[config.mk]
export PLATFORM = sky130hd
export DESIGN_NAME = rank_read_return_collector
export DESIGN_NICKNAME = d
export VERILOG_FILES = /design/src/rtl/rank_read_return_collector.sv
export SDC_FILE = /design/constraint.sdc
export NUM_CORES = 1
export LEC_CHECK = 0
export ABC_CLOCK_PERIOD_IN_PS = 8900
export CAP_MARGIN = 20
export CORE_AREA = 2 2 236 238
export CTS_BUF_LIST = sky130_fd_sc_hd__clkbuf_4
export CTS_CLUSTER_DIAMETER = 80
export CTS_CLUSTER_SIZE = 14
export DETAILED_ROUTE_END_ITERATION = 8
export DIE_AREA = 0 0 238 240
export SYNTH_ARGS = -nofsm -noshare
export SYNTH_HDL_FRONTEND = slang
export SYNTH_SLANG_ARGS = --single-unit
[constraint.sdc]
create_clock -name clk -period 8.9 [get_ports clk]
set_clock_uncertainty 0.15 [all_clocks]
set_input_delay 1.78 -clock clk [delete_from_list [all_inputs] [get_ports clk]]
set_output_delay 1.78 -clock clk [all_outputs]
set_load 0.01 [all_outputs]
[src/rtl/rank_read_return_collector.sv]
// rtl/rank_read_return_collector.sv - matches DDR4 read beats to issued tags and returns assembled lines.
// Optional RDRET_STATS_EN adds saturating linesReturned/beatsDropped counters.
module rank_read_return_collector #(
    parameter int MEM_DATAWIDTH = 64,
    parameter int BURST_LENGTH  = 8,
    parameter int TAGWIDTH      = 4,
    parameter int TAG_DEPTH     = 8,
    parameter int TIMEOUT       = 64
) (
    input  logic                                  clk,
    input  logic                                  rst_n,
    input  logic                                  rdIssueValid,
    input  logic [TAGWIDTH-1:0]                   rdIssueTag,
    output logic                                  rdIssueReady,
    input  logic                                  rankDQRdValid,
    input  logic [MEM_DATAWIDTH-1:0]              rankRdData,
    output logic                                  lineValid,
    output logic [MEM_DATAWIDTH*BURST_LENGTH-1:0] lineData,
    output logic [TAGWIDTH-1:0]                   lineTag,
    input  logic                                  lineReady,
    output logic [$clog2(TAG_DEPTH):0]            outstanding,
    output logic                                  errOrphan,
    output logic                                  errOverrun,
`ifdef RDRET_STATS_EN
    output logic [31:0]                           linesReturned,
    output logic [15:0]                           beatsDropped,
`endif
    output logic                                  errTimeout
);

    localparam int PW   = $clog2(TAG_DEPTH);
    localparam int CW   = PW + 1;
    localparam int BCW  = $clog2(BURST_LENGTH);
    localparam int AGEW = $clog2(TIMEOUT);
    localparam logic [CW-1:0]   FULL_CNT  = CW'(TAG_DEPTH);
    localparam logic [BCW-1:0]  LAST_BEAT = BCW'(BURST_LENGTH - 1);
    localparam logic [AGEW-1:0] AGE_MAX   = AGEW'(TIMEOUT - 1);

    typedef enum logic [1:0] {S_IDLE, S_COLLECT, S_HOLD} state_t;

    state_t              state_q, state_d;
    logic [PW-1:0]       wr_ptr_q, rd_ptr_q;
    logic [CW-1:0]       count_q, count_d;
    logic                ready_q;
    logic [BCW-1:0]      beat_cnt_q, beat_cnt_d;
    logic [AGEW-1:0]     age_q, age_d;
    logic [TAGWIDTH-1:0] tag_q, tag_d;
    logic                orphan_q, orphan_d;
    logic                overrun_q, overrun_d;
    logic                timeout_q, timeout_d;
    logic [TAGWIDTH-1:0] tag_mem [TAG_DEPTH];
    logic [MEM_DATAWIDTH*BURST_LENGTH-1:0] line_q;

    logic q_empty, push, pop, store, handshake, drop;

    assign q_empty = (count_q == '0);
    assign push    = rdIssueValid && ready_q;

    always_comb begin
        state_d    = state_q;
        beat_cnt_d = beat_cnt_q;
        age_d      = age_q;
        tag_d      = tag_q;
        orphan_d   = orphan_q;
        overrun_d  = overrun_q;
        timeout_d  = timeout_q;
        pop        = 1'b0;
        store      = 1'b0;
        handshake  = 1'b0;
        drop       = 1'b0;
        case (state_q)
            S_IDLE: begin
                if (rankDQRdValid) begin
                    if (!q_empty) begin
                        store      = 1'b1;
                        beat_cnt_d = BCW'(1);
                        state_d    = S_COLLECT;
                    end else begin
                        orphan_d = 1'b1;
                        drop     = 1'b1;
                    end
                end else if (!q_empty) begin
                    // Head tag never saw its first beat: retire it so later tags can proceed.
                    if (age_q == AGE_MAX) begin
                        timeout_d = 1'b1;
                        pop       = 1'b1;
                    end else begin
                        age_d = age_q + AGEW'(1);
                    end
                end
            end
            S_COLLECT: begin
                if (rankDQRdValid) begin
                    store      = 1'b1;
                    beat_cnt_d = beat_cnt_q + BCW'(1);
                    if (beat_cnt_q == LAST_BEAT) begin
                        pop     = 1'b1;
                        tag_d   = tag_mem[rd_ptr_q];
                        state_d = S_HOLD;
                    end
                end
            end
            S_HOLD: begin
                if (rankDQRdValid) begin
                    overrun_d = 1'b1;
                    drop      = 1'b1;
                end
                if (lineReady) begin
                    handshake = 1'b1;
                    state_d   = S_IDLE;
                end
            end
            default: state_d = S_IDLE;
        endcase
        if (pop || q_empty) begin
            age_d = '0;
        end
    end

    always_comb begin
        count_d = count_q;
        case ({push, pop})
            2'b10:   count_d = count_q + CW'(1);
            2'b01:   count_d = count_q - CW'(1);
            default: count_d = count_q;
        endcase
    end

    always_ff @(posedge clk or negedge rst_n) begin
        if (!rst_n) begin
            state_q    <= S_IDLE;
            wr_ptr_q   <= '0;
            rd_ptr_q   <= '0;
            count_q    <= '0;
            ready_q    <= 1'b1;
            beat_cnt_q <= '0;
            age_q      <= '0;
            tag_q      <= '0;
            orphan_q   <= 1'b0;
            overrun_q  <= 1'b0;
            timeout_q  <= 1'b0;
        end else begin
            state_q    <= state_d;
            count_q    <= count_d;
            ready_q    <= (count_d != FULL_CNT);
            beat_cnt_q <= beat_cnt_d;
            age_q      <= age_d;
            tag_q      <= tag_d;
            orphan_q   <= orphan_d;
            overrun_q  <= overrun_d;
            timeout_q  <= timeout_d;
            if (push) begin
                wr_ptr_q <= wr_ptr_q + PW'(1);
            end
            if (pop) begin
                rd_ptr_q <= rd_ptr_q + PW'(1);
            end
        end
    end

    // Storage arrays carry no reset; their contents are qualified by pointers/state.
    always_ff @(posedge clk) begin
        if (push) begin
            tag_mem[wr_ptr_q] <= rdIssueTag;
        end
        for (int k = 0; k < BURST_LENGTH; k++) begin
            if (store && (beat_cnt_q == BCW'(k))) begin
                line_q[k*MEM_DATAWIDTH +: MEM_DATAWIDTH] <= rankRdData;
            end
        end
    end

`ifdef RDRET_STATS_EN
    logic [31:0] lines_q;
    logic [15:0] drops_q;

    always_ff @(posedge clk or negedge rst_n) begin
        if (!rst_n) begin
            lines_q <= '0;
            drops_q <= '0;
        end else begin
            if (handshake && (lines_q != '1)) begin
                lines_q <= lines_q + 32'd1;
            end
            if (drop && (drops_q != '1)) begin
                drops_q <= drops_q + 16'd1;
            end
        end
    end

    assign linesReturned = lines_q;
    assign beatsDropped  = drops_q;
`endif

    assign rdIssueReady = ready_q;
    assign lineValid    = (state_q == S_HOLD);
    assign lineData     = line_q;
    assign lineTag      = tag_q;
    assign outstanding  = count_q;
    assign errOrphan    = orphan_q;
    assign errOverrun   = overrun_q;
    assign errTimeout   = timeout_q;

endmodule

# Word level (Yosys, flattened, before mapping)

Memories as Yosys holds them, arrays and structs flattened. A register that Yosys moved wholly into a read port is not among the register bits.
Index checks and enable logic that the tools add are counted.
W data, S select, Z words.

Logic and storage cells: 99
Bits in registers: 537
Output and inout bits: 525
Memories: 1
Latch bits: 0
Bits in read-only memories: 0
Memory bits (writable): 32

Memories:

| memory  | depth | width | read ports | clocked after Yosys merged registers in | wr ports | line | text |
|---|---|---|---|---|---|---|---|
| tag_mem | 8     | 4     | 1          | 1                                       | 1        | 51   | `logic [TAGWIDTH-1:0] tag_mem [TAG_DEPTH];` |

Multipliers: 0
Equal/unequal tests: 21
Reductions and logical operators: 23
Magnitude comparators: 0
Shift operators: 0
Add/sub/neg operators: 6
Div/mod/pow operators: 0
Bitwise gates (word level): 2
Muxes and demuxes: 28

Operator list:

| kind                  | number |
|---|---|
| $mux W6               | 5 |
| $eq A3 B3 Y1 const B  | 4 |
| $reduce_and A4 Y1     | 3 |
| $mux W1               | 10 |
| $mux W2               | 5 |
| $add A3 B1 Y3 const B | 3 |
| $logic_and A1 B1 Y1   | 9 |
| $mux W3               | 3 |
| $ne A2 B1 Y1 const B  | 4 |
| $ne A2 B2 Y1 const B  | 4 |
| $pmux W4 S2           | 1 |
| $add A6 B1 Y6 const B | 1 |
| $eq A3 B2 Y1 const B  | 2 |
| $eq A6 B6 Y1 const B  | 1 |
| $pmux W2 S3           | 1 |
| $pmux W3 S2           | 1 |
| $reduce_and A3 Y1     | 2 |
| $reduce_and A5 Y1     | 1 |
| $add A4 B1 Y4 const B | 1 |
| $eq A2 B1 Y1 const B  | 2 |
| $eq A2 B2 Y1 const B  | 2 |
| $logic_not A4 Y1      | 1 |
| $ne A4 B4 Y1 const B  | 1 |
| $pmux W1 S2           | 2 |
| 9 further kinds       | 11 |

# Depth between registers and ports, before layout

Gate-level depths: netlist (run 1).

Depth in word-level cells: 8
Mapped depth: 12

# Worst setup path before layout (run 1)

OpenSTA, ideal clock, no wires.

Path kind: input -> register
From: input rankDQRdValid
To: register line_q[256] (netlist: lineData[256]) (enable)
Data arrival time: 4,018 ps
Stages: 4
Path buffers: 1
Slack: 4,303 ps
Setup time: 429 ps
Cells stage by stage: nor2b_1 -> nor2b_1 -> clkbuf_1 -> and3_1

Cells in the longest elaborated chain, start to end: 3
Elaborated cells between the ends (all ways): 4

RTL lines:

| what                           | line   | text |
|---|---|---|
| start: declaration             | 15     | `input logic rankDQRdValid,` |
| $mux W1 (on tied branches)     | 93, 73 |  |
| $pmux W1 S2 (*)                | 71     | `case (state_q)` |
| $logic_and A1 B1 Y1 (*)        | 167    | `if (store && (beat_cnt_q == BCW'(k))) begin` |
| end signal: indexed assignment | 168    | `line_q[k*MEM_DATAWIDTH +: MEM_DATAWIDTH] <= rankRdData;` |
| end: declaration               | 52     | `logic [MEM_DATAWIDTH*BURST_LENGTH-1:0] line_q;` |

Every way passes the cells marked *; elsewhere a longest branch is shown, timed or not.
A chain may end at the register's enable or synchronous reset.

# Worst setup path after layout (run 1)

From: input rankDQRdValid
To: register line_q[344] (netlist: lineData[344]) (enable)

The elaborated chain is that of the path after synthesis.

==> impl_metrics.ini, run 1 <==
[run_status]
status = finished, final reports clean

[setup_path]
critPathLaunch = rankDQRdValid
end_kind = flip-flop
timing.rr.start = state_q[1]
ff2ff_path_depth = 4
cp_common_cell = nor2b_1
startpoint_type = input port
cp.depth = 5
crit_chain = clkdlybuf4s50_1 > nor2b_1 > nor2b_1 > and3_4 > buf_4
crit_buf_inv = 2
critPathRequiredTime_ns = 9.16
r2r_slack_ns = 5.74
reg2reg_to = lineData[344]
critical_path.top_delay_family = simple AND/OR/NAND/NOR gates
crit_end = lineData[344]
critical_path_class = input port to flip-flop
critPathSlowestCell = and3_4
arrival_ns = 4.65
critPathMaxFanout = 34
max_stage_delay_ns = 0.63

[synthesis]
synth_warnings = 0
muxShareOfSynthArea_pct = 1.47
synth_async_sr_flop_share_pct = 5.06
syn_area_per_cell_um2 = 25.3
synthCells = 716
ys_seq_elements = 573
syn_nets = 802
ys_seq_area_share_pct = 94.0
synthXorXnorAreaFrac_pct = 0.483
synthSimpleGateAreaFrac_pct = 2.09
synth_edf_count = 544
synth_top_family_by_area = simple AND/OR/NAND/NOR gates
ys_types = 42
synth_fa_ha_area_share_pct = 0.938
netlist_area_um2 = 18100
synth_compound_area_share_pct = 0.717
ys.flop_type = edfxtp_1

[die]
die_h_um = 240
fp.dieW_um = 238
core-area_um2 = 54700
dieArea_um2 = 57100
ios = 598
start_util_pct = 33.2
rows = 86

[pwr]
intPower_mw = 4.31
ir_drop_uv = 136
total_power_mw = 5.89
p_leak_nw = 8.49
pwr-share-seq_pct = 59.7
swShare_pct = 26.7
power_density_nw_per_um2 = 229
clkPwrFrac_pct = 19.6
pwr-share-comb_pct = 20.6
power.switching_mw = 1.57

[timing]
tns_ns = 0
final_hold_viol_count = 0
grt_setup_unrepaired = no
hold-worst-slack_ns = 0.346
slew_headroom_pct = 28.5
drv_slew = 0
setup_violations = 0
min_period_ns = 4.39
finalCritPeriodShare_pct = 49.3
worst_pin_slew_ns = 1.07
max_freq_mhz = 228
setup_slack_ns = 4.51

[grt]
grt_pass1_vias = 9240
grt_antenna_before_repair = 3
grt.total_usage_pct = 16.6
grt_pass1_wl_mm = 68.3
grt-ovfl-total = 0
grt_max_degree = 65

[placement]
dpl_worst_slack_ns = 3.74
place_congestion = 0.810
placed_cell_area_um2 = 25100
io_buffers = 597
dp_hpwl_mm = 34.9
dp.cells = 2017

[routing]
drc = 0
ant_nets = 0
drtIter0Drc = 604
postRouteWirelength_mm = 49.4
wl_per_cell_um = 23.6
via_per_inst = 4.49
dr_total_vias = 9380
first_pass_iters = 5

[layout]
area_growth_pct = 41.6
final_cell_area_um2 = 25700
drive_above_1_share_pct = 7.44
num-nets-final = 1451
stdcell_count = 2089
final_core_util_pct = 47.0

[clocking]
hold_buffers = 0
ctsResizeCount = 0
cts_tree = done
cts.path.max_buffers = 3
clock_sinks = 573
cts_buffers = 47
clockRootBuffer = clkbuf_4
clk_latency_ns = 0.79
clk_pin_slew_ns = 0.14
htreeDepth = 2
post-cts-setup-buffers = 0

[run]
maxCapViolations = 0

[hold_path]
hold_class = flip-flop to flip-flop
hold_path_depth = 1
[Yosys cell counts, drive strengths merged, types with 5 or more instances]
library cell	count	area share, %
mux4	8	0.99
xor2	5	0.24
dfrtp	28	3.9
ha	12	0.83
and3	8	0.28
o21ai	12	0.33
edfxtp	544	90
nand3	6	0.17
mux2i	6	0.33
xnor2	5	0.24
nor3	6	0.17
inv	9	0.19
nand2	15	0.31
nor2	14	0.30
[power groups by stage]
stage | registers, mW | clock network (mW) | logic, mW
6_report | 3.52 | 1.16 | 1.22
5_1_grt | 3.55 | 1.31 | 1.30
4_1_cts | 3.53 | 1.21 | 1.22
3_5_place_dp | 3.59 | 0 | 1.22
3_3_place_gp | 3.58 | 0 | 1.20
2_1_floorplan | 3.68 | 0 | 0.331
[cells in the final DEF, fill, tap and decap left out, drive strengths merged, types with 3 or more instances in the layout]
master,count
clkbuf,64
edfxtp,544
a21oi,3
nand3,6
xnor2,5
clkdlybuf4s50,597
nor4,3
ha,12
and3,8
o21ai,12
inv,11
mux2i,6
nor3,6
mux4,8
nand2,15
buf,8
nand2b,3
nor2,14
dfrtp,28
xor2,5
[sequential cells by signal (all words and copies together), names as in the netlist]
| name | flops |
|---|---|
| age_q | 6 |
| beat_cnt_q | 3 |
| errOrphan | 1 |
| errOverrun | 1 |
| errTimeout | 1 |
| lineData | 512 |
| lineTag | 4 |
| outstanding | 4 |
| rdIssueReady | 1 |
| rd_ptr_q | 3 |
| state_q | 2 |
| tag_mem | 32 |
| wr_ptr_q | 3 |
[how the worst min path moves through the flow]
stage	endpoint	start	slack, ns
global placement	errOverrun	errOverrun	0.30
floorplan	state_q[0]	state_q[1]	0.32
detailed placement	errOverrun	errOverrun	0.30
CTS	errOverrun	errOverrun	0.35
finish	errOverrun	errOverrun	0.35
global route	errOverrun	errOverrun	0.38
[worst register-to-register path, cell delays in order, from the launching register on]
cell and delay (ns):
dfrtp_1 0.44, nor2b_1 0.33, nor2b_1 0.57, and3_4 0.63
buf_4 0.59
[layout make-up]
cell class | instances | area, µm²
repair buffers | 605 | 6100
inverters | 9 | 33.8
well taps | 704 | 881
clock buffers | 64 | 480
multi-input cells | 129 | 1070
clock inverters | 4 | 75.1
diodes | 1 | 2.50
flip-flops and latches | 573 | 17100
fillers | 4571 | 29000
[metal layers]
metal | global-route usage, % | vias up | wire, µm
met1 | 20.1 | 4758 | 19200
met4 | 3.47 | 2 | 768
li1 | - | 4146 | -
met2 | 29.4 | 415 | 25600
met5 | 0 | - | 13
met3 | 4.94 | 59 | 3800
[logic make-up (layout without fill, tap and decap cells)]
family | after synthesis | after routing
flip-flops | 573 | 573
AND/OR/NAND/NOR | 68 | 68
AO/OA/AOI/OAI | 22 | 22
multiplexers | 16 | 16
buffers and inverters | 14 | 682
adder cells (fa/ha/maj) | 13 | 13
XOR/XNOR | 10 | 10
other | 0 | 1
No activity file was read; power rests on OpenSTA's default activity.
==> inputs of run 2 (changes only) <==
ABC_CLOCK_PERIOD_IN_PS = 4000   (was 8900)
CORE_AREA = 2 2 235 237   (was 2 2 236 238)
DIE_AREA = 0 0 237 239   (was 0 0 238 240)
clock period = 4 ns   (was 8.9 ns; I/O delays follow)
==> impl_metrics.ini, run 2 (same netlist as run 1, synthesis figures left out) <==
[routing]
first_pass_iters = 5
postRouteWirelength_mm = 51.0
via_per_inst = 4.50
dr_total_vias = 9482
drtIter0Drc = 592
drc = 0
wl_per_cell_um = 24.2
ant_nets = 0

[clocking]
clk_pin_slew_ns = 0.16
post-cts-setup-buffers = 0
cts.path.max_buffers = 3
clock_sinks = 573
ctsResizeCount = 0
htreeDepth = 2
hold_buffers = 0
cts_tree = done
clk_latency_ns = 0.81
clockRootBuffer = clkbuf_4
cts_buffers = 49

[timing]
grt_setup_unrepaired = no
slew_headroom_pct = 55.3
finalCritPeriodShare_pct = 78.6
final_hold_viol_count = 0
tns_ns = 0
setup_violations = 0
max_freq_mhz = 318
drv_slew = 0
min_period_ns = 3.15
setup_slack_ns = 0.855
worst_pin_slew_ns = 0.665

[layout]
area_growth_pct = 42.9
num-nets-final = 1468
drive_above_1_share_pct = 8.63
final_cell_area_um2 = 25900
final_common_cell = clkdlybuf4s50_1
mostFrequentLayoutCells = clkdlybuf4s50_1, edfxtp_1, clkbuf_4, dfrtp_1, nand2_1
largest_reg_flops = 512
fillers = 4449

[hold_path]
hold_class = input port to asynchronous set/reset pin

[setup_path]
critical_path_class = flip-flop to primary output
max_stage_delay_ns = 0.57
timing.rr.start = state_q[0]
critPathMaxFanout = 11
startpoint_type = flip-flop
arrival_ns = 2.20
crit_chain = nand2b_1 > inv_1 > clkdlybuf4s50_1
critPathRequiredTime_ns = 3.05
r2r_slack_ns = 0.90
reg2reg_to = rdIssueReady
critPathSlowestCell = clkdlybuf4s50_1
ff2ff_path_depth = 11
end_kind = primary output

[grt]
grt_pass1_vias = 9250
grt-ovfl-total = 0
grt.total_usage_pct = 17.4
grt_max_degree = 52
grt_antenna_before_repair = 4
grt_pass1_wl_mm = 70.0

[pwr]
clkPwrFrac_pct = 19.9
p_leak_nw = 8.59
pwr-share-seq_pct = 59.0
power_density_nw_per_um2 = 511
ir_drop_uv = 293
pwr-share-comb_pct = 21.1
power.switching_mw = 3.63
total_power_mw = 13.2
swShare_pct = 27.4
intPower_mw = 9.61

[placement]
dp_hpwl_mm = 36.4
dpl_worst_slack_ns = 0.145
place_congestion = 0.846
io_buffers = 597
placed_cell_area_um2 = 25400

[die]
ios = 598
start_util_pct = 33.4
fp.dieW_um = 237
dieArea_um2 = 56600
die_h_um = 239
rows = 86
core-area_um2 = 54300

[run_status]
status = finished, final reports clean

[run]
maxCapViolations = 0
run 2: cell types whose count changed in the layout (fill, tap and decap cells not counted), sizes merged:
cell | previous run | this run
buf | 8 | 23
diode | 1 | 3
inv | 11 | 13
bufinv | 2 | 1
clkbuf | 64 | 65
clkinv | 0 | 1
run 2: layer usage:
metal / GRT usage [%] / up-vias / wire length, µm
li1: - / 4185 / -
met3: 5.85 / 85 / 4420
met4: 4.99 / 0 / 1180
met1: 20.5 / 4788 / 19300
met2: 30.5 / 424 / 26200
met5: 0 / - / 0
run 2: worst max path at each step:
stage	startpoint	endpoint	slack (ns)	cells past startpoint
after floorplan	rankDQRdValid	lineData[256]	0.38	4
after detailed placement	rankDQRdValid	rdIssueReady	0.15	12
after global placement	rankDQRdValid	rdIssueReady	0.23	12
final	state_q[0]	lineValid	0.85	3
after global routing	state_q[0]	rdIssueReady	0.54	11
after CTS	state_q[0]	lineValid	0.75	3
run 2: layout make-up:
class                           count  area (µm²)  area share, %
Antenna cell                        3        7.51         0.0289
Inverter                            9        33.8          0.130
Tap cell                          704         881           3.40
Multi-Input combinational cell    129        1070           4.12
Clock inverter                      6        83.8          0.323
Sequential cell                   573       17100           65.8
Clock buffer                       65         488           1.88
Timing Repair Buffer              620        6310           24.3
run 2: critical path, delay by kind of cell, from the launching register on:
family	cells	cell delay [ns]
buffers and inverters	2	0.67
DFF	1	0.51
and+or+nand+nor	1	0.20
run 2: stage by stage:
stage	instances	utilization, %	hold WS [ns]
floorplan	716	-	0.318
global placement	2035	46.7	0.315
detailed placement	2035	46.7	0.321
CTS	2106	47.7	0.109
global route	2107	47.7	0.173
finish	2109	47.7	0.210
run 2: power by group through the flow:
stage               Combinational, mW  Clock, mW  Sequential [mW]
finish                           2.80       2.63             7.81
global route                     3.00       2.95             7.89
CTS                              2.87       2.75             7.82
detailed placement               2.86          0             7.96
global placement                 2.84          0             7.94
floorplan                       0.737          0             8.19
==> variant, RTL diff (config.mk and constraints of run 2) <==
Change the parameter `TAG_DEPTH` from 8 to 4.
--- a/src/rtl/rank_read_return_collector.sv
+++ b/src/rtl/rank_read_return_collector.sv
@@ -4,7 +4,7 @@
     parameter int MEM_DATAWIDTH = 64,
     parameter int BURST_LENGTH  = 8,
     parameter int TAGWIDTH      = 4,
-    parameter int TAG_DEPTH     = 8,
+    parameter int TAG_DEPTH     = 4,
     parameter int TIMEOUT       = 64
 ) (
     input  logic                                  clk,
Ports: changed (resized outstanding); port bits go from 598 to 597. The function was not compared with the original's and may differ.
==> variant against run 2 <==
- routed wire length decreased by 6.0%
- design area shrank 3.5%
- sequential cell count fell by 19
- count of clock-buffer cells in the layout is 5 lower
- power is 5.2% lower
- setup slack gained 0.063 ns
- critical path type unchanged
- highest routed layer unchanged
- largest power group unchanged
- synthesized cell count down 7.4%
- synthesized area shrank 4.2%
==> variant: results <==
group,metric,value,unit
route,dr.pass1.iters,4,
route,wire_per_inst,23.5,um
global_route,grt_use_met3,0.0517,
clocking,htreeDepth,2,
route,maxUsedRoutingLayer,"met4",
route,wl_met2,24500,um
timing,hold_ws,0.251,ns
route,route.met3.wl,3860,um
clocking,cts_resized,0,
pwr,leakage,8.29,nW
synthesis,synth_nets,749,
placement,numPortBuffers,596,
synthesis,synth_edf_count,528,
pwr,seq-power,7.51,mW
synthesis,syn_avg_cell_area,26.2,um2
clocking,cts_buffer_depth,3,
status,status,"finished clean",
worst_setup_path,r2r_end,"rdIssueReady",
placement,gp_congestion,0.795,
global_route,grt_pass1_wl,65600,um
synthesis,ys_seq_area_frac,0.949,
worst_setup_path,reg2regPathDepth,10,
worst_setup_path,crit_fanout,10,
pwr,sw_frac_of_total,0.263,
placement,dp_hpwl,33400,um
worst_setup_path,r2r_setup_slack,1.40,ns
synthesis,async_flop_share,0.0469,
pwr,clock_power_share,0.193,
global_route,antenna_found_initial,5,
global_route,grt_max_degree,65,
pwr,p_total,12.5,mW
synthesis,synth_commonest_cells,"528 x edfxtp_1, 25 x dfrtp_1, 12 x and3_1, 12 x ha_1, 9 x inv_1",
clocking,numCtsBuffers,46,
global_route,use_met1,0.195,
route,dr_total_vias,8968,
clocking,cts_setup_buffers,0,
route,wl_met1,18400,um
timing,worst_slew_pin_slew,0.577,ns
synthesis,yosysWarnings,0,
route,drt_wl_total,48000,um
synthesis,synth_area_leaders,"edfxtp_1 91%, dfrtp_1 3.6%, ha_1 0.86%",
pwr,max-vdd-ir-drop,0.280,mV
worst_setup_path,arrival,2.13,ns
clocking,worst_skew_pair.late_latency,0.76,ns
layout,largest_reg_flops,512,
route,drt_iter0_drc,455,
worst_setup_path,r2r-start,"state_q[0]",
placement,dp_worst_setup_slack,0.477,ns
clocking,clockRootBuffer,"clkbuf_4",
worst_hold_path,min_path_type,"input pin to asynchronous set/reset pin",
layout,drive_gt1_frac,0.0793,
clocking,cts.clk_slew.worst_paths,0.15,ns
synthesis,synth_cell_types,38,
placement,placed_area,0.0245,mm2
global_route,grtUsageTotal,0.162,
global_route,grt_pass1_vias,8719,
placement,place_inst,1975,
global_route,gr-usage-met2,0.277,
layout,fin_nets,1405,
==> variant: cell count changes after synthesis, moves of 3 or more <==
| cell | change |
|---|---|
| o21ai_0 | -7 |
| mux2_4 | +3 |
| nand2_1 | -7 |
| and3_1 | +4 |
| mux2i_1 | -5 |
| nor3_1 | -3 |
| dfrtp_1 | -3 |
| mux4_2 | -4 |
| edfxtp_1 | -16 |
| clkbuf_1 | -3 |
| nor2_1 | -7 |
==> variant: worst max path at each step <==
stage,start,to,slack (ns),depth (start not counted)
floorplan,rankDQRdValid,lineData[256],0.60,4
global placement,rankDQRdValid,rdIssueReady,0.53,11
detailed placement,rankDQRdValid,rdIssueReady,0.48,11
CTS,state_q[0],lineValid,0.79,3
global route,state_q[0],lineValid,0.72,3
finish,state_q[0],lineValid,0.92,3
==> variant: final cells by class <==
| cell class | instances | area, um2 |
|---|---|---|
| Clock buffer | 60 | 450 |
| Clock inverter | 5 | 61.3 |
| Fill cell | 4546 | 29300 |
| Tap cell | 704 | 881 |
| Inverter | 9 | 33.8 |
| Multi-Input combinational cell | 96 | 852 |
| Timing Repair Buffer | 612 | 6240 |
| Sequential cell | 554 | 16500 |
| Antenna cell | 3 | 7.51 |
==> variant: kinds of logic after synthesis <==
logic type / count (synthesis) / synth area share
xor+xnor: 10 / 0.00504
simple gates: 48 / 0.0166
fa+ha+maj: 13 / 0.00978
flops: 554 / 0.949
mux: 10 / 0.00986
compound gates: 15 / 0.00568
buf+inv: 13 / 0.00381
==> variant: worst max-delay path, cell delays in order, from the launching register on <==
cell and delay [ns]:
dfrtp_1 0.52, nand2b_1 0.22, inv_1 0.09, clkdlybuf4s50_1 0.54
